===== src/rtl/wb_retire_if.sv =====
// Handshake and bus bundle for the writeback retire queue: enqueue port, regfile
// write port, CSR commit port, forwarding lookups, occupancy and trace outputs.
interface wb_retire_if #(
  parameter int DEPTH = 2,
  parameter int XLEN  = 32
);
  localparam int CW = $clog2(DEPTH) + 1;

  logic            in_valid;
  logic            in_ready;
  logic [XLEN-1:0] in_pc;
  logic [XLEN-1:0] in_result;
  logic            in_gr_we;
  logic [4:0]      in_dest;
  logic            in_csr_rd_we;
  logic [13:0]     in_csr_num;
  logic            in_csr_we;
  logic [XLEN-1:0] in_csr_wvalue;
  logic [XLEN-1:0] in_csr_wmask;
  logic            in_ex;
  logic [5:0]      in_ecode;
  logic [8:0]      in_esubcode;
  logic [XLEN-1:0] in_badv;
  logic            in_ertn;

  logic            rf_ready;
  logic            rf_we;
  logic [4:0]      rf_waddr;
  logic [XLEN-1:0] rf_wdata;

  logic [13:0]     csr_num;
  logic [XLEN-1:0] csr_rd_value;
  logic            csr_we;
  logic [XLEN-1:0] csr_wvalue;
  logic [XLEN-1:0] csr_wmask;
  logic            csr_ex;
  logic [5:0]      csr_ecode;
  logic [8:0]      csr_esubcode;
  logic [XLEN-1:0] csr_pc;
  logic [XLEN-1:0] csr_badv;
  logic            csr_ertn;
  logic            flush;

  logic [4:0]      fwd_raddr0;
  logic [4:0]      fwd_raddr1;
  logic            fwd_hit0;
  logic            fwd_hit1;
  logic            fwd_pending0;
  logic            fwd_pending1;
  logic [XLEN-1:0] fwd_data0;
  logic [XLEN-1:0] fwd_data1;

  logic [CW-1:0]   count;
  logic [XLEN-1:0] debug_wb_pc;
  logic [3:0]      debug_wb_rf_we;
  logic [4:0]      debug_wb_rf_wnum;
  logic [XLEN-1:0] debug_wb_rf_wdata;

  modport slave (
    input  in_valid, in_pc, in_result, in_gr_we, in_dest, in_csr_rd_we, in_csr_num,
           in_csr_we, in_csr_wvalue, in_csr_wmask, in_ex, in_ecode, in_esubcode,
           in_badv, in_ertn, rf_ready, csr_rd_value, fwd_raddr0, fwd_raddr1,
    output in_ready, rf_we, rf_waddr, rf_wdata, csr_num, csr_we, csr_wvalue, csr_wmask,
           csr_ex, csr_ecode, csr_esubcode, csr_pc, csr_badv, csr_ertn, flush,
           fwd_hit0, fwd_hit1, fwd_pending0, fwd_pending1, fwd_data0, fwd_data1,
           count, debug_wb_pc, debug_wb_rf_we, debug_wb_rf_wnum, debug_wb_rf_wdata
  );

  modport master (
    output in_valid, in_pc, in_result, in_gr_we, in_dest, in_csr_rd_we, in_csr_num,
           in_csr_we, in_csr_wvalue, in_csr_wmask, in_ex, in_ecode, in_esubcode,
           in_badv, in_ertn, rf_ready, csr_rd_value, fwd_raddr0, fwd_raddr1,
    input  in_ready, rf_we, rf_waddr, rf_wdata, csr_num, csr_we, csr_wvalue, csr_wmask,
           csr_ex, csr_ecode, csr_esubcode, csr_pc, csr_badv, csr_ertn, flush,
           fwd_hit0, fwd_hit1, fwd_pending0, fwd_pending1, fwd_data0, fwd_data1,
           count, debug_wb_pc, debug_wb_rf_we, debug_wb_rf_wnum, debug_wb_rf_wdata
  );
endinterface


===== src/rtl/wb_retire_queue.sv =====
// In-order writeback queue: retires one instruction per cycle into the regfile,
// commits CSR writes / exceptions / ertn, and forwards queued results to decode.
module wb_retire_queue #(
  parameter int DEPTH = 2,
  parameter int XLEN  = 32
) (
  input  logic      clk,
  input  logic      reset,
  wb_retire_if.slave wb
);
  localparam int PW = $clog2(DEPTH);
  localparam int CW = PW + 1;
  localparam logic [CW-1:0] DEPTH_C = CW'(DEPTH);

  typedef struct packed {
    logic [XLEN-1:0] pc;
    logic [XLEN-1:0] result;
    logic            gr_we;
    logic [4:0]      dest;
    logic            csr_rd_we;
    logic [13:0]     csr_num;
    logic            csr_we;
    logic [XLEN-1:0] csr_wvalue;
    logic [XLEN-1:0] csr_wmask;
    logic            ex;
    logic [5:0]      ecode;
    logic [8:0]      esubcode;
    logic [XLEN-1:0] badv;
    logic            ertn;
  } entry_t;

  typedef struct packed {
    logic            hit;
    logic            pending;
    logic [XLEN-1:0] data;
  } fwd_t;

  // Storage is data only; occupancy lives in head/count, which are reset.
  entry_t        mem [DEPTH];
  logic [PW-1:0] head;
  logic [PW-1:0] tail;
  logic [CW-1:0] count;

  entry_t          hd;
  entry_t          in_entry;
  logic            head_valid;
  logic            head_wr;
  logic [XLEN-1:0] head_data;
  logic            retire;
  logic            enq;
  logic            ex_commit;
  logic            ertn_commit;
  logic            flush_c;
  fwd_t            f0;
  fwd_t            f1;

  function automatic logic writes_gpr(input entry_t e);
    return (e.gr_we | e.csr_rd_we) & ~e.ex;
  endfunction

  // Youngest-first match; a CSR read only has data once it reaches head.
  function automatic fwd_t fwd_lookup(input logic [4:0] raddr);
    fwd_t          r;
    entry_t        e;
    logic [PW-1:0] idx;
    r = '0;
    for (int k = 0; k < DEPTH; k++) begin
      idx = head + PW'(k);
      e   = mem[idx];
      if ((CW'(k) < count) && writes_gpr(e) && (e.dest == raddr) && (raddr != 5'd0)) begin
        r.hit     = 1'b1;
        r.pending = e.csr_rd_we && (k != 0);
        if (e.csr_rd_we)
          r.data = (k == 0) ? wb.csr_rd_value : '0;
        else
          r.data = e.result;
      end
    end
    return r;
  endfunction

  always_comb begin
    in_entry = '{pc: wb.in_pc, result: wb.in_result, gr_we: wb.in_gr_we,
                 dest: wb.in_dest, csr_rd_we: wb.in_csr_rd_we, csr_num: wb.in_csr_num,
                 csr_we: wb.in_csr_we, csr_wvalue: wb.in_csr_wvalue,
                 csr_wmask: wb.in_csr_wmask, ex: wb.in_ex, ecode: wb.in_ecode,
                 esubcode: wb.in_esubcode, badv: wb.in_badv, ertn: wb.in_ertn};
    hd          = mem[head];
    head_valid  = (count != '0);
    head_wr     = writes_gpr(hd);
    head_data   = hd.csr_rd_we ? wb.csr_rd_value : hd.result;
    retire      = head_valid && !reset && (hd.ex || hd.ertn || !head_wr || wb.rf_ready);
    ex_commit   = retire && hd.ex;
    ertn_commit = retire && hd.ertn && !hd.ex;
    flush_c     = ex_commit || ertn_commit;
    enq         = wb.in_valid && (count < DEPTH_C) && !flush_c;
    f0          = fwd_lookup(wb.fwd_raddr0);
    f1          = fwd_lookup(wb.fwd_raddr1);
  end

  // Head fields are masked when empty so nothing stale leaks onto the buses.
  assign wb.in_ready     = (count < DEPTH_C);
  assign wb.count        = count;
  assign wb.rf_we        = retire && head_wr;
  assign wb.rf_waddr     = head_valid ? hd.dest : 5'd0;
  assign wb.rf_wdata     = head_valid ? head_data : '0;
  assign wb.csr_num      = head_valid ? hd.csr_num : 14'd0;
  assign wb.csr_we       = retire && hd.csr_we && !hd.ex;
  assign wb.csr_wvalue   = head_valid ? hd.csr_wvalue : '0;
  assign wb.csr_wmask    = head_valid ? hd.csr_wmask : '0;
  assign wb.csr_ex       = ex_commit;
  assign wb.csr_ecode    = head_valid ? hd.ecode : 6'd0;
  assign wb.csr_esubcode = head_valid ? hd.esubcode : 9'd0;
  assign wb.csr_pc       = head_valid ? hd.pc : '0;
  assign wb.csr_badv     = head_valid ? hd.badv : '0;
  assign wb.csr_ertn     = ertn_commit;
  assign wb.flush        = flush_c;

  assign wb.fwd_hit0     = f0.hit;
  assign wb.fwd_pending0 = f0.pending;
  assign wb.fwd_data0    = f0.data;
  assign wb.fwd_hit1     = f1.hit;
  assign wb.fwd_pending1 = f1.pending;
  assign wb.fwd_data1    = f1.data;

  assign wb.debug_wb_pc       = head_valid ? hd.pc : '0;
  assign wb.debug_wb_rf_we    = {4{retire && head_wr}};
  assign wb.debug_wb_rf_wnum  = head_valid ? hd.dest : 5'd0;
  assign wb.debug_wb_rf_wdata = head_valid ? head_data : '0;

  always_ff @(posedge clk) begin
    if (enq)
      mem[tail] <= in_entry;
  end

  always_ff @(posedge clk) begin
    if (reset || flush_c) begin
      head  <= '0;
      tail  <= '0;
      count <= '0;
    end else begin
      if (enq)
        tail <= tail + 1'b1;
      if (retire)
        head <= head + 1'b1;
      count <= count + CW'(enq) - CW'(retire);
    end
  end
endmodule


===== src/flat_wrapper.sv =====
// flat-port wrapper written by rule: the top's interface ports become plain ports
module wb_retire_queue_flat 
#(
  parameter int DEPTH = 2,
  parameter int XLEN  = 32
)
  (clk, reset, wb_in_valid, wb_in_pc, wb_in_result, wb_in_gr_we, wb_in_dest, wb_in_csr_rd_we, wb_in_csr_num, wb_in_csr_we, wb_in_csr_wvalue, wb_in_csr_wmask, wb_in_ex, wb_in_ecode, wb_in_esubcode, wb_in_badv, wb_in_ertn, wb_rf_ready, wb_csr_rd_value, wb_fwd_raddr0, wb_fwd_raddr1, wb_in_ready, wb_rf_we, wb_rf_waddr, wb_rf_wdata, wb_csr_num, wb_csr_we, wb_csr_wvalue, wb_csr_wmask, wb_csr_ex, wb_csr_ecode, wb_csr_esubcode, wb_csr_pc, wb_csr_badv, wb_csr_ertn, wb_flush, wb_fwd_hit0, wb_fwd_hit1, wb_fwd_pending0, wb_fwd_pending1, wb_fwd_data0, wb_fwd_data1, wb_count, wb_debug_wb_pc, wb_debug_wb_rf_we, wb_debug_wb_rf_wnum, wb_debug_wb_rf_wdata);
  wb_retire_if #(.DEPTH(DEPTH), .XLEN(XLEN)) wb_i ();
  input  logic clk;
  input  logic reset;
  input wire logic [$bits(wb_i.in_valid)-1:0] wb_in_valid;
  input wire logic [$bits(wb_i.in_pc)-1:0] wb_in_pc;
  input wire logic [$bits(wb_i.in_result)-1:0] wb_in_result;
  input wire logic [$bits(wb_i.in_gr_we)-1:0] wb_in_gr_we;
  input wire logic [$bits(wb_i.in_dest)-1:0] wb_in_dest;
  input wire logic [$bits(wb_i.in_csr_rd_we)-1:0] wb_in_csr_rd_we;
  input wire logic [$bits(wb_i.in_csr_num)-1:0] wb_in_csr_num;
  input wire logic [$bits(wb_i.in_csr_we)-1:0] wb_in_csr_we;
  input wire logic [$bits(wb_i.in_csr_wvalue)-1:0] wb_in_csr_wvalue;
  input wire logic [$bits(wb_i.in_csr_wmask)-1:0] wb_in_csr_wmask;
  input wire logic [$bits(wb_i.in_ex)-1:0] wb_in_ex;
  input wire logic [$bits(wb_i.in_ecode)-1:0] wb_in_ecode;
  input wire logic [$bits(wb_i.in_esubcode)-1:0] wb_in_esubcode;
  input wire logic [$bits(wb_i.in_badv)-1:0] wb_in_badv;
  input wire logic [$bits(wb_i.in_ertn)-1:0] wb_in_ertn;
  input wire logic [$bits(wb_i.rf_ready)-1:0] wb_rf_ready;
  input wire logic [$bits(wb_i.csr_rd_value)-1:0] wb_csr_rd_value;
  input wire logic [$bits(wb_i.fwd_raddr0)-1:0] wb_fwd_raddr0;
  input wire logic [$bits(wb_i.fwd_raddr1)-1:0] wb_fwd_raddr1;
  output wire logic [$bits(wb_i.in_ready)-1:0] wb_in_ready;
  output wire logic [$bits(wb_i.rf_we)-1:0] wb_rf_we;
  output wire logic [$bits(wb_i.rf_waddr)-1:0] wb_rf_waddr;
  output wire logic [$bits(wb_i.rf_wdata)-1:0] wb_rf_wdata;
  output wire logic [$bits(wb_i.csr_num)-1:0] wb_csr_num;
  output wire logic [$bits(wb_i.csr_we)-1:0] wb_csr_we;
  output wire logic [$bits(wb_i.csr_wvalue)-1:0] wb_csr_wvalue;
  output wire logic [$bits(wb_i.csr_wmask)-1:0] wb_csr_wmask;
  output wire logic [$bits(wb_i.csr_ex)-1:0] wb_csr_ex;
  output wire logic [$bits(wb_i.csr_ecode)-1:0] wb_csr_ecode;
  output wire logic [$bits(wb_i.csr_esubcode)-1:0] wb_csr_esubcode;
  output wire logic [$bits(wb_i.csr_pc)-1:0] wb_csr_pc;
  output wire logic [$bits(wb_i.csr_badv)-1:0] wb_csr_badv;
  output wire logic [$bits(wb_i.csr_ertn)-1:0] wb_csr_ertn;
  output wire logic [$bits(wb_i.flush)-1:0] wb_flush;
  output wire logic [$bits(wb_i.fwd_hit0)-1:0] wb_fwd_hit0;
  output wire logic [$bits(wb_i.fwd_hit1)-1:0] wb_fwd_hit1;
  output wire logic [$bits(wb_i.fwd_pending0)-1:0] wb_fwd_pending0;
  output wire logic [$bits(wb_i.fwd_pending1)-1:0] wb_fwd_pending1;
  output wire logic [$bits(wb_i.fwd_data0)-1:0] wb_fwd_data0;
  output wire logic [$bits(wb_i.fwd_data1)-1:0] wb_fwd_data1;
  output wire logic [$bits(wb_i.count)-1:0] wb_count;
  output wire logic [$bits(wb_i.debug_wb_pc)-1:0] wb_debug_wb_pc;
  output wire logic [$bits(wb_i.debug_wb_rf_we)-1:0] wb_debug_wb_rf_we;
  output wire logic [$bits(wb_i.debug_wb_rf_wnum)-1:0] wb_debug_wb_rf_wnum;
  output wire logic [$bits(wb_i.debug_wb_rf_wdata)-1:0] wb_debug_wb_rf_wdata;
  assign wb_i.in_valid = wb_in_valid;
  assign wb_i.in_pc = wb_in_pc;
  assign wb_i.in_result = wb_in_result;
  assign wb_i.in_gr_we = wb_in_gr_we;
  assign wb_i.in_dest = wb_in_dest;
  assign wb_i.in_csr_rd_we = wb_in_csr_rd_we;
  assign wb_i.in_csr_num = wb_in_csr_num;
  assign wb_i.in_csr_we = wb_in_csr_we;
  assign wb_i.in_csr_wvalue = wb_in_csr_wvalue;
  assign wb_i.in_csr_wmask = wb_in_csr_wmask;
  assign wb_i.in_ex = wb_in_ex;
  assign wb_i.in_ecode = wb_in_ecode;
  assign wb_i.in_esubcode = wb_in_esubcode;
  assign wb_i.in_badv = wb_in_badv;
  assign wb_i.in_ertn = wb_in_ertn;
  assign wb_i.rf_ready = wb_rf_ready;
  assign wb_i.csr_rd_value = wb_csr_rd_value;
  assign wb_i.fwd_raddr0 = wb_fwd_raddr0;
  assign wb_i.fwd_raddr1 = wb_fwd_raddr1;
  assign wb_in_ready = wb_i.in_ready;
  assign wb_rf_we = wb_i.rf_we;
  assign wb_rf_waddr = wb_i.rf_waddr;
  assign wb_rf_wdata = wb_i.rf_wdata;
  assign wb_csr_num = wb_i.csr_num;
  assign wb_csr_we = wb_i.csr_we;
  assign wb_csr_wvalue = wb_i.csr_wvalue;
  assign wb_csr_wmask = wb_i.csr_wmask;
  assign wb_csr_ex = wb_i.csr_ex;
  assign wb_csr_ecode = wb_i.csr_ecode;
  assign wb_csr_esubcode = wb_i.csr_esubcode;
  assign wb_csr_pc = wb_i.csr_pc;
  assign wb_csr_badv = wb_i.csr_badv;
  assign wb_csr_ertn = wb_i.csr_ertn;
  assign wb_flush = wb_i.flush;
  assign wb_fwd_hit0 = wb_i.fwd_hit0;
  assign wb_fwd_hit1 = wb_i.fwd_hit1;
  assign wb_fwd_pending0 = wb_i.fwd_pending0;
  assign wb_fwd_pending1 = wb_i.fwd_pending1;
  assign wb_fwd_data0 = wb_i.fwd_data0;
  assign wb_fwd_data1 = wb_i.fwd_data1;
  assign wb_count = wb_i.count;
  assign wb_debug_wb_pc = wb_i.debug_wb_pc;
  assign wb_debug_wb_rf_we = wb_i.debug_wb_rf_we;
  assign wb_debug_wb_rf_wnum = wb_i.debug_wb_rf_wnum;
  assign wb_debug_wb_rf_wdata = wb_i.debug_wb_rf_wdata;
  wb_retire_queue #(.DEPTH(DEPTH), .XLEN(XLEN)) u_core (.clk(clk), .reset(reset), .wb(wb_i));
endmodule

===== config.mk =====
export PLATFORM = sky130hd
export DESIGN_NAME = wb_retire_queue_flat
export DESIGN_NICKNAME = d
export VERILOG_FILES = /design/src/rtl/wb_retire_if.sv /design/src/rtl/wb_retire_queue.sv /design/src/flat_wrapper.sv
export SDC_FILE = /design/constraint.sdc
export NUM_CORES = 1
export LEC_CHECK = 0
export BUFFER_PORTS_ARGS = -buffer_cell sky130_fd_sc_hd__buf_4
export CORE_AREA = 2 2 228 230
export DETAILED_ROUTE_END_ITERATION = 8
export DIE_AREA = 0 0 230 232
export PLACE_DENSITY = 0.58
export SLEW_MARGIN = 15
export SYNTH_ARGS = -nofsm -noshare
export SYNTH_HDL_FRONTEND = slang
export SYNTH_SLANG_ARGS = --single-unit

===== constraint.sdc =====
create_clock -name clk -period 50 [get_ports clk]
set_input_delay 2.5 -clock clk [delete_from_list [all_inputs] [get_ports clk]]
set_output_delay 2.5 -clock clk [all_outputs]
set_load 0.03 [all_outputs]

==> impl_metrics.ini, run 1 <==
[worst_setup_path]
crit_type = primary input to output port
path_cells = buf_4 -> or4_1 -> nor2_1 -> nor4_4 -> buf_4 -> and2_1 -> buf_4 -> o31ai_2 -> buf_4
endpoint_kind = output port
cp.buffers_inverters = 4
critPathSlowestCell = or4_1
critPathLaunchType = primary input
crit_arrival_ns = 4.96
critPathMaxFanout = 34
required_ns = 47.50
max_stage_delay_ns = 0.54
crit_top_cell = buf_4
cp_top_family = simple AND/OR/NAND/NOR gates

[layout]
multi_input_area_um2 = 5290
final_layout_size_suffix_gt1_share_pct = 40.5
seqCellArea_um2 = 12100
area_delta_synth_final_pct = 33.0
finish.net_count = 2041
n_fill_cell = 4603

[synth]
ys_types = 47
syn_avg_cell_area_um2 = 14.1
ys.flop_type = edfxtp_1
ys_seq_area_share_pct = 66.0
ys_ff_latch = 403
async_reset_ff_share_pct = 0
synth_edf_count = 398
yosysWarnings = 0
synth_nets = 1542
syn_area_um2 = 18200
syn_inst = 1296

[clocking]
cts.path.max_buffers = 3
clock_sinks = 403
ctsResizeCount = 0
numCtsBuffers = 46
cts.hold.buffers_added = 0
cts_tree = yes
clk_latency_ns = 0.57
h-tree-depth = 2
clock-root-buffer = clkbuf_16
cts.clk_slew.worst_paths_ns = 0.06
cts_setup_buffers = 0

[status]
status = completed

[global_routing]
grt_pass1_wl_um = 76900
grt_pass1_vias = 12500
track_usage_pct = 18.9
antenna_found_initial = 4
grt_overflow = 0
grt_max_degree = 198

[routing]
wirelength_um = 52700
final_antenna_net_count = 0
firstDrtPassIters = 5
vias_per_cell = 4.91
vias = 12300
wl_per_cell_um = 21.0
drc = 0
drt-initial-drc-count = 648

[pwr]
power_w = 0.00149
cellPowerDensity_nw_per_um2 = 61.3
vdd_drop_max_mv = 0.0695
power_leakage_nw = 9.39

[sta]
post-route-min-period_ns = 7.46
final_hold_viol_count = 0
max_freq_mhz = 134
skew_ns = 0.0199
drv_slew = 0
rsz0062_at_grt = false
fin_crit_sh_pct = 14.9
relSlewSlack_pct = 24.5
fin_setup_tns_ns = 0
tightest_slew_ns = 1.13
setup_violations = 0

[floorplan]
rows = 83
initial_utilization_pct = 35.9
ios = 588
die_x_um = 230
core_area_um2 = 50900
die-area_um2 = 53400
die_y_um = 232

[hold_path]
hold_path_class = register to register

[flow_run]
maxCapViolCount = 0

[placement]
io_buffers = 587
dp_hpwl_um = 36600
gp_congestion = 0.934
metrics by stage:
step           hold slack, ns  area [um2]  utilization, %  worst slack (ns)  instances
3_3_place_gp            0.494       22800            44.8             42.64       2427
3_5_place_dp            0.509       22800            44.8             42.57       2427
5_1_grt                 0.544       24300            47.7             42.45       2512
6_report                0.519       24300            47.7             42.54       2514
4_1_cts                 0.522       24300            47.7             42.57       2511
2_1_floorplan           0.499       18200               -             27.29       1296
layout make-up:
class,count,share of cell area (%)
inverters,7,0.108
clock inverters,26,0.949
clock buffers,58,5.05
flip-flops and latches,403,49.7
multi-input cells,730,21.8
diodes,3,0.0309
well taps,680,3.51
repair buffers,607,18.9
final timing paths:
path / start / end / slack [ns] / cells past startpoint
worst max-delay path: wb_fwd_raddr1[1] / wb_fwd_data1[20] / 42.54 / 9
worst min register to register: u_core.head$_SDFFE_PP0P_ / register / 0.52 / 2
worst max register to register: register / u_core.mem[1][34]$_DFFE_PP_ / 44.63 / 8
worst min-delay path: u_core.head$_SDFFE_PP0P_ / register / 0.52 / 2
state kept, by name, indices dropped and copies added (netlist names), named ones only:
signal and cells:
u_core.head 1, u_core.mem 398, u_core.tail 1, u_core.wb.count 2
placed cells by master, fill, tap and decap left out, types with 3 or more instances in the layout:
master	count
o2bb2ai_1	7
xnor2_1	19
clkbuf_1	9
inv_1	6
clkbuf_8	3
clkinv_2	5
dfxtp_1	3
nor2b_1	3
o31ai_1	5
mux2i_1	232
buf_4	605
nand2_1	64
o21ai_1	4
a21oi_1	9
nor3_1	3
and3_1	3
inv_6	3
clkinv_1	11
edfxtp_1	398
o31ai_2	19
nand3_1	3
nand4b_1	30
clkbuf_16	46
nand4_1	26
nor2_1	212
diode_2	3
mux2_2	32
o21ai_0	28
worst min-delay path, cell delays in order, from the launching register on:
cell	delay (ns)
dfxtp_2	0.33
xor2_1	0.08
nor2_1	0.07
cells in the mapped netlist, drive strengths merged (9+ instances only):
| cell type | n | share of area (%) |
|---|---|---|
| buf | 118 | 4.4 |
| clkbuf | 38 | 0.78 |
| nor2 | 215 | 4.4 |
| a21oi | 9 | 0.25 |
| edfxtp | 398 | 65 |
| mux2i | 236 | 13 |
| o21ai | 32 | 0.88 |
| mux2 | 32 | 2.0 |
| xnor2 | 19 | 0.91 |
| nand2 | 65 | 1.4 |
| o31ai | 24 | 1.5 |
| nand4b | 30 | 1.4 |
| nand4 | 26 | 0.89 |
cell families after synthesis:
group,after synthesis,share of synthesized area (%)
buffers and inverters,163,5.34
AOI/OAI and AO/OA,80,3.46
muxes,268,15.0
xor gates and xnor gates,21,1.01
adders and majority gates,1,0.0686
DFF,403,66.0
and+or+nand+nor,360,9.12
power breakdown:
part	total (W)	switching [W]	internal (W)
combinational	0.000701	0.000475	0.000226
clock	0.000320	0.000135	0.000185
sequential	0.000466	0.0000194	0.000447
layer usage:
metal / GRT usage (%) / vias to the layer above / wire length, um
li1: - / 5727 / -
met1: 22.3 / 6064 / 20600
met2: 32.6 / 461 / 26300
met3: 6.15 / 86 / 4370
met4: 6.11 / 4 / 1390
met5: 0 / - / 22
No activity file was read; power rests on OpenSTA's default activity.
==> run 2, diff against run 1 <==
--- a/config.mk
+++ b/config.mk
@@ -5,11 +5,12 @@
 export SDC_FILE = /design/constraint.sdc
 export NUM_CORES = 1
 export LEC_CHECK = 0
+export ABC_AREA = 1
 export BUFFER_PORTS_ARGS = -buffer_cell sky130_fd_sc_hd__buf_4
-export CORE_AREA = 2 2 228 230
+export CORE_AREA = 2 2 229 231
 export DETAILED_ROUTE_END_ITERATION = 8
-export DIE_AREA = 0 0 230 232
-export PLACE_DENSITY = 0.58
+export DIE_AREA = 0 0 231 233
+export PLACE_DENSITY = 0.6
 export SLEW_MARGIN = 15
 export SYNTH_ARGS = -nofsm -noshare
 export SYNTH_HDL_FRONTEND = slang
==> constraint.sdc (replaced) <==
create_clock -name clk -period 6.3 [get_ports clk]
set_input_delay 0.315 -clock clk [delete_from_list [all_inputs] [get_ports clk]]
set_output_delay 0.315 -clock clk [all_outputs]
set_load 0.03 [all_outputs]
==> impl_metrics.ini, run 2 <==
[floorplan]
die_x_um = 231
die_y_um = 233
core_area_um2 = 51100
initial_utilization_pct = 36.1
die-area_um2 = 53800
rows = 83
ios = 588

[synth]
ys_ff_latch = 403
ys_types = 31
synthTopCellsByCount = nand2_1, edfxtp_1, a21oi_1, inv_1, nor2_1
syn_inst = 1783
yosysTopAreaCellShare_pct = 64.8
syn_avg_cell_area_um2 = 10.4
yosysWarnings = 0
synth_area_leader_cell = edfxtp_1
ys_seq_area_share_pct = 65.3
yosysMostFrequentCell = nand2_1
netlist_top_cells_area = edfxtp_1, nand2_1, a21oi_1, buf_4, inv_1
async_reset_ff_share_pct = 0
synth_edf_count = 398
syn_area_um2 = 18500
synth_nets = 2029
ys.flop_type = edfxtp_1

[clocking]
cts_setup_buffers = 0
cts_tree = yes
cts.path.max_buffers = 3
numCtsBuffers = 43
h-tree-depth = 2
clock-root-buffer = clkbuf_16
clock_sinks = 403
clk_latency_ns = 0.57
cts.clk_slew.worst_paths_ns = 0.06

[worst_setup_path]
required_ns = 5.98
reg2reg_depth = 10
crit_arrival_ns = 3.96
critPathLaunchType = register
crit_type = register to output port
rr_endpoint = u_core.mem[1][66]$_DFFE_PP_
r2r_slack_ns = 2.60
crit_path_end = wb_fwd_data1[30]
critPathMaxFanout = 92
endpoint_kind = output port

[routing]
drc = 0
firstDrtPassIters = 5
final_antenna_net_count = 0
vias = 15100
wirelength_um = 58700
drt-initial-drc-count = 817
vias_per_cell = 4.80
wl_per_cell_um = 18.6

[layout]
layout_commonest_cell = buf_4
final_core_util_pct = 51.2
seqCellArea_um2 = 12100
finish.net_count = 2691
reg_top3 = u_core.mem (398), u_core.wb.count (2)
area_delta_synth_final_pct = 41.8
multi_input_area_um2 = 4880
most-common-layout-cells = buf_4, nand2_1, edfxtp_1
largest_reg_flops = 398
n_fill_cell = 4506
top_register = u_core.mem
final_layout_size_suffix_gt1_share_pct = 27.6

[sta]
rsz0062_at_grt = false
setup_violations = 0
final_hold_viol_count = 0
fin_setup_tns_ns = 0
post-route-min-period_ns = 4.27
tightest_slew_ns = 1.17
fin_crit_sh_pct = 67.8
max_freq_mhz = 234
relSlewSlack_pct = 21.8
skew_ns = 0.0202
drv_slew = 0

[placement]
io_buffers = 587
dp_hpwl_um = 39400
gp_congestion = 0.927

[pwr]
p_clk_share_pct = 18.8
power_leakage_nw = 11.2
cellPowerDensity_nw_per_um2 = 483
comb_power_share_pct = 51.9
p_int_w = 0.00683
vdd_drop_max_mv = 0.564
power.switching_w = 0.00580
seqPwrFrac_pct = 29.3
swShare_pct = 45.9

[flow_run]
maxCapViolCount = 0

[global_routing]
grt_overflow = 0
antenna_found_initial = 3
grt_max_degree = 195
track_usage_pct = 21.0
grt_pass1_wl_um = 87300
grt_pass1_vias = 14800

[hold_path]
hold_path_class = primary input to register

[status]
status = completed
-- run 2: cell types whose count changed in the layout (fill, tap and decap cells not counted), sizes merged, moves of 30 or more --
cell | before | now
a21oi | 9 | 159
dlygate4sd3 | 0 | 199
inv | 10 | 129
mux2 | 32 | 0
mux2i | 236 | 0
nand2 | 65 | 580
nand4b | 30 | 0
nor2 | 215 | 89
o211ai | 0 | 36
o21ai | 32 | 94
-- run 2: power groups by stage --
stage / combinational [W] / sequential [W] / clock [W]
after floorplan: 0.00426 / 0.00383 / 0
final: 0.00655 / 0.00371 / 0.00237
after global routing: 0.00697 / 0.00375 / 0.00254
after CTS: 0.00662 / 0.00371 / 0.00244
after global placement: 0.00649 / 0.00375 / 0
after detailed placement: 0.00648 / 0.00376 / 0
-- run 2: layout make-up --
type | count | share of cell area, %
inverter | 126 | 1.83
clock inverter | 18 | 0.731
antenna | 1 | 0.00956
multi-input combinational | 1069 | 18.6
tap | 680 | 3.25
clock buffer | 56 | 4.30
timing repair buffer | 802 | 25.2
sequential | 403 | 46.1
-- run 2: metrics by stage --
step	worst slack, ns	hold slack (ns)	cell area [um2]	instances	power [W]
2_1_floorplan	-0.606	0.414	18500	1783	0.00809
3_3_place_gp	2.46	0.499	22800	2880	0.0102
3_5_place_dp	2.35	0.503	22800	2880	0.0102
4_1_cts	1.74	0.0825	26200	3153	0.0128
5_1_grt	1.62	0.127	26200	3155	0.0133
6_report	2.03	0.116	26200	3155	0.0126
-- run 2: timing repair --
action / CTS / global route
setup endpoints to repair: 0 / 0
gates resized for setup: 0 / 0
endpoints found under the hold margin: 398 / 0
hold buffers: 199 / 0
-- run 2: worst min path at each step --
| stage | startpoint | end | slack [ns] | cells past startpoint |
|---|---|---|---|---|
| 2_1_floorplan | wb_in_ertn | u_core.mem[0][0]$_DFFE_PP_ | 0.41 | 0 |
| 3_3_place_gp | wb_in_badv[20] | u_core.mem[0][21]$_DFFE_PP_ | 0.50 | 1 |
| 3_5_place_dp | wb_in_csr_wvalue[9] | u_core.mem[0][90]$_DFFE_PP_ | 0.50 | 1 |
| 4_1_cts | reset | u_core.wb.count[0]$_SDFF_PP0_ | 0.08 | 4 |
| 5_1_grt | reset | u_core.wb.count[0]$_SDFF_PP0_ | 0.13 | 4 |
| 6_report | reset | u_core.wb.count[0]$_SDFF_PP0_ | 0.12 | 4 |
-- run 2: cell families after synthesis --
family / synth area share (%)
AOI/OAI and AO/OA: 8.86
and+or+nand+nor: 17.0
adders and majority gates: 0.0678
buffers and inverters: 8.39
xor gates and xnor gates: 0.427
DFF: 65.3
-- run 2: routing by layer --
metal / routed length (um) / vias up / track usage (%)
met2: 29200 / 632 / 36.0
met4: 1780 / 4 / 7.12
li1: - / 7297 / -
met1: 23100 / 7126 / 25.7
met5: 27 / - / 0
met3: 4640 / 88 / 5.38
-- run 2: worst max-delay path: stages (launching register included) --
cell     delay, ns
dfxtp_4       0.47
inv_6         0.50
nand2_1       0.11
nand2_1       0.13
inv_1         0.07
nand2_1       0.06
nand4_1       0.06
nor2_1        0.59
nand2_1       0.74
nor2_1        0.30
nand2_1       0.07
nand2_1       0.08
buf_4         0.17
==> run 3, diff against run 2 <==
--- a/config.mk
+++ b/config.mk
@@ -5,12 +5,12 @@
 export SDC_FILE = /design/constraint.sdc
 export NUM_CORES = 1
 export LEC_CHECK = 0
-export ABC_AREA = 1
+export ABC_AREA = 0
 export BUFFER_PORTS_ARGS = -buffer_cell sky130_fd_sc_hd__buf_4
-export CORE_AREA = 2 2 229 231
+export CORE_AREA = 2 2 228 230
 export DETAILED_ROUTE_END_ITERATION = 8
-export DIE_AREA = 0 0 231 233
-export PLACE_DENSITY = 0.6
+export DIE_AREA = 0 0 230 232
+export PLACE_DENSITY = 0.58
 export SLEW_MARGIN = 15
 export SYNTH_ARGS = -nofsm -noshare
 export SYNTH_HDL_FRONTEND = slang
==> constraint.sdc (replaced) <==
create_clock -name clk -period 4.1 [get_ports clk]
set_input_delay 0.205 -clock clk [delete_from_list [all_inputs] [get_ports clk]]
set_output_delay 0.205 -clock clk [all_outputs]
set_load 0.03 [all_outputs]
==> impl_metrics.ini, run 3 (synthesis results as in run 1) <==
[status]
status = completed

[global_routing]
grt_use_met1_pct = 23.9
grt_use_met2_pct = 34.2
grt_max_degree = 135
grt_pass1_vias = 13700
grt_overflow = 0
grt_use_met3_pct = 4.89
busiest_layer = met2
grt_pass1_wl_um = 81300
antenna_found_initial = 7
track_usage_pct = 19.7

[worst_setup_path]
required_ns = 3.89
crit_top_cell = buf_4
max_stage_delay_ns = 0.54
critPathMaxFanout = 33
critPathSlowestCell = or4_4
crit_arrival_ns = 3.51
path_cells = inv_2 -> or4_4 -> a211oi_4 -> buf_4 -> nand2_1 -> o2bb2ai_1 -> buf_4
critPathLaunchType = register
rr_endpoint = u_core.mem[0][181]$_DFFE_PP_
crit_type = register to output port
r2r_slack_ns = 1.11
reg2reg_depth = 6
endpoint_kind = output port

[sta]
tightest_slew_ns = 1.18
fin_crit_sh_pct = 90.6
rsz0062_at_grt = false
max_freq_mhz = 269
relSlewSlack_pct = 21.5
drv_slew = 0
post-route-min-period_ns = 3.71
skew_ns = 0.0402
setup_violations = 0
fin_setup_tns_ns = 0
final_hold_viol_count = 0
hold-worst-slack_ns = 0.132

[flow_run]
maxCapViolCount = 0

[clocking]
clock_sinks = 403
cts.clk_slew.worst_paths_ns = 0.06
cts_tree = yes
numCtsBuffers = 45
h-tree-depth = 2
clock-root-buffer = clkbuf_16
cts.path.max_buffers = 3
clk_latency_ns = 0.58
ctsResizeCount = 0

[routing]
wirelength_um = 54900
wl_per_cell_um = 20.2
final_antenna_net_count = 0
vias_per_cell = 4.91
firstDrtPassIters = 5
drc = 0
drt-initial-drc-count = 717
vias = 13400

[pwr]
power_leakage_nw = 10.3
cellPowerDensity_nw_per_um2 = 698
vdd_drop_max_mv = 0.475

[layout]
n_fill_cell = 4366
layout_commonest_cell = buf_4
largest_reg_flops = 398
most-common-layout-cells = buf_4, edfxtp_1, mux2i_1
seqCellArea_um2 = 12100
final_layout_size_suffix_gt1_share_pct = 36.9
multi_input_area_um2 = 5320
top_register = u_core.mem
finish.net_count = 2248
area_delta_synth_final_pct = 44.8
reg_top3 = u_core.mem (398), u_core.wb.count (2)
final_core_util_pct = 51.9
final_area_um2 = 26400

[floorplan]
rows = 83
die_x_um = 230
initial_utilization_pct = 35.9
ios = 588
die-area_um2 = 53400
die_y_um = 232
core_area_um2 = 50900

[placement]
placed_area_um2 = 23000
gp_congestion = 0.928
io_buffers = 587
dp_hpwl_um = 36900

[hold_path]
hold_path_class = primary input to register
hold_depth = 4
min_to = u_core.head$_SDFFE_PP0P_
worstHoldStart = wb_rf_ready
run 3: report_power, final:
group | switching (W) | internal [W]
combinational | 0.00585 | 0.00298
sequential | 0.000279 | 0.00544
clock | 0.00167 | 0.00223
run 3: metal layers:
layer / vias up / part of all wire [%]
li1: 6148 / -
met1: 6550 / 40
met2: 558 / 50
met3: 102 / 7.0
met4: 6 / 2.6
met5: - / 0.075
run 3: metrics by stage:
| stage | cells | setup slack [ns] | total power, W |
|---|---|---|---|
| 5_1_grt | 2722 | 0.239 | 0.0192 |
| 4_1_cts | 2718 | 0.359 | 0.0186 |
| 2_1_floorplan | 1296 | -3.72 | 0.0117 |
| 6_report | 2723 | 0.385 | 0.0184 |
| 3_3_place_gp | 2435 | 1.01 | 0.0145 |
| 3_5_place_dp | 2435 | 1.00 | 0.0145 |
run 3: worst max-delay path by stage:
stage                                             start                    endpoint  slack (ns)  cells after the start
after CTS                      u_core.head$_SDFFE_PP0P_            wb_fwd_data1[29]        0.36                      7
after global placement         u_core.head$_SDFFE_PP0P_            wb_fwd_data1[29]        1.01                      7
after detailed placement       u_core.head$_SDFFE_PP0P_            wb_fwd_data1[29]        1.00                      7
after floorplan                                register  u_core.mem[0][0]$_DFFE_PP_       -3.72                      5
final                     u_core.wb.count[1]$_SDFF_PP0_            wb_fwd_data1[29]        0.39                      7
after global routing                           register            wb_fwd_data1[24]        0.24                      6
run 3: repair_timing:
action                                 4_1_cts  5_1_grt
setup buffers                                0        0
hold buffers                               200        0
endpoints found under the hold margin      400        0
run 3: final cells by class:
type	count	area share (%)
well taps	680	3.22
repair buffers	815	25.4
inverters	7	0.0995
multi-input cells	730	20.1
clock inverters	30	1.07
diodes	5	0.0474
flip-flops and latches	403	45.6
clock buffers	53	4.38
run 3: critical path: cells and delay by family, from the launching register on:
kind                   cells  cell delay [ns]
DFF                        1             0.53
and+or+nand+nor            2             1.04
AOI/OAI and AO/OA          2             0.65
buffers and inverters      3             0.69
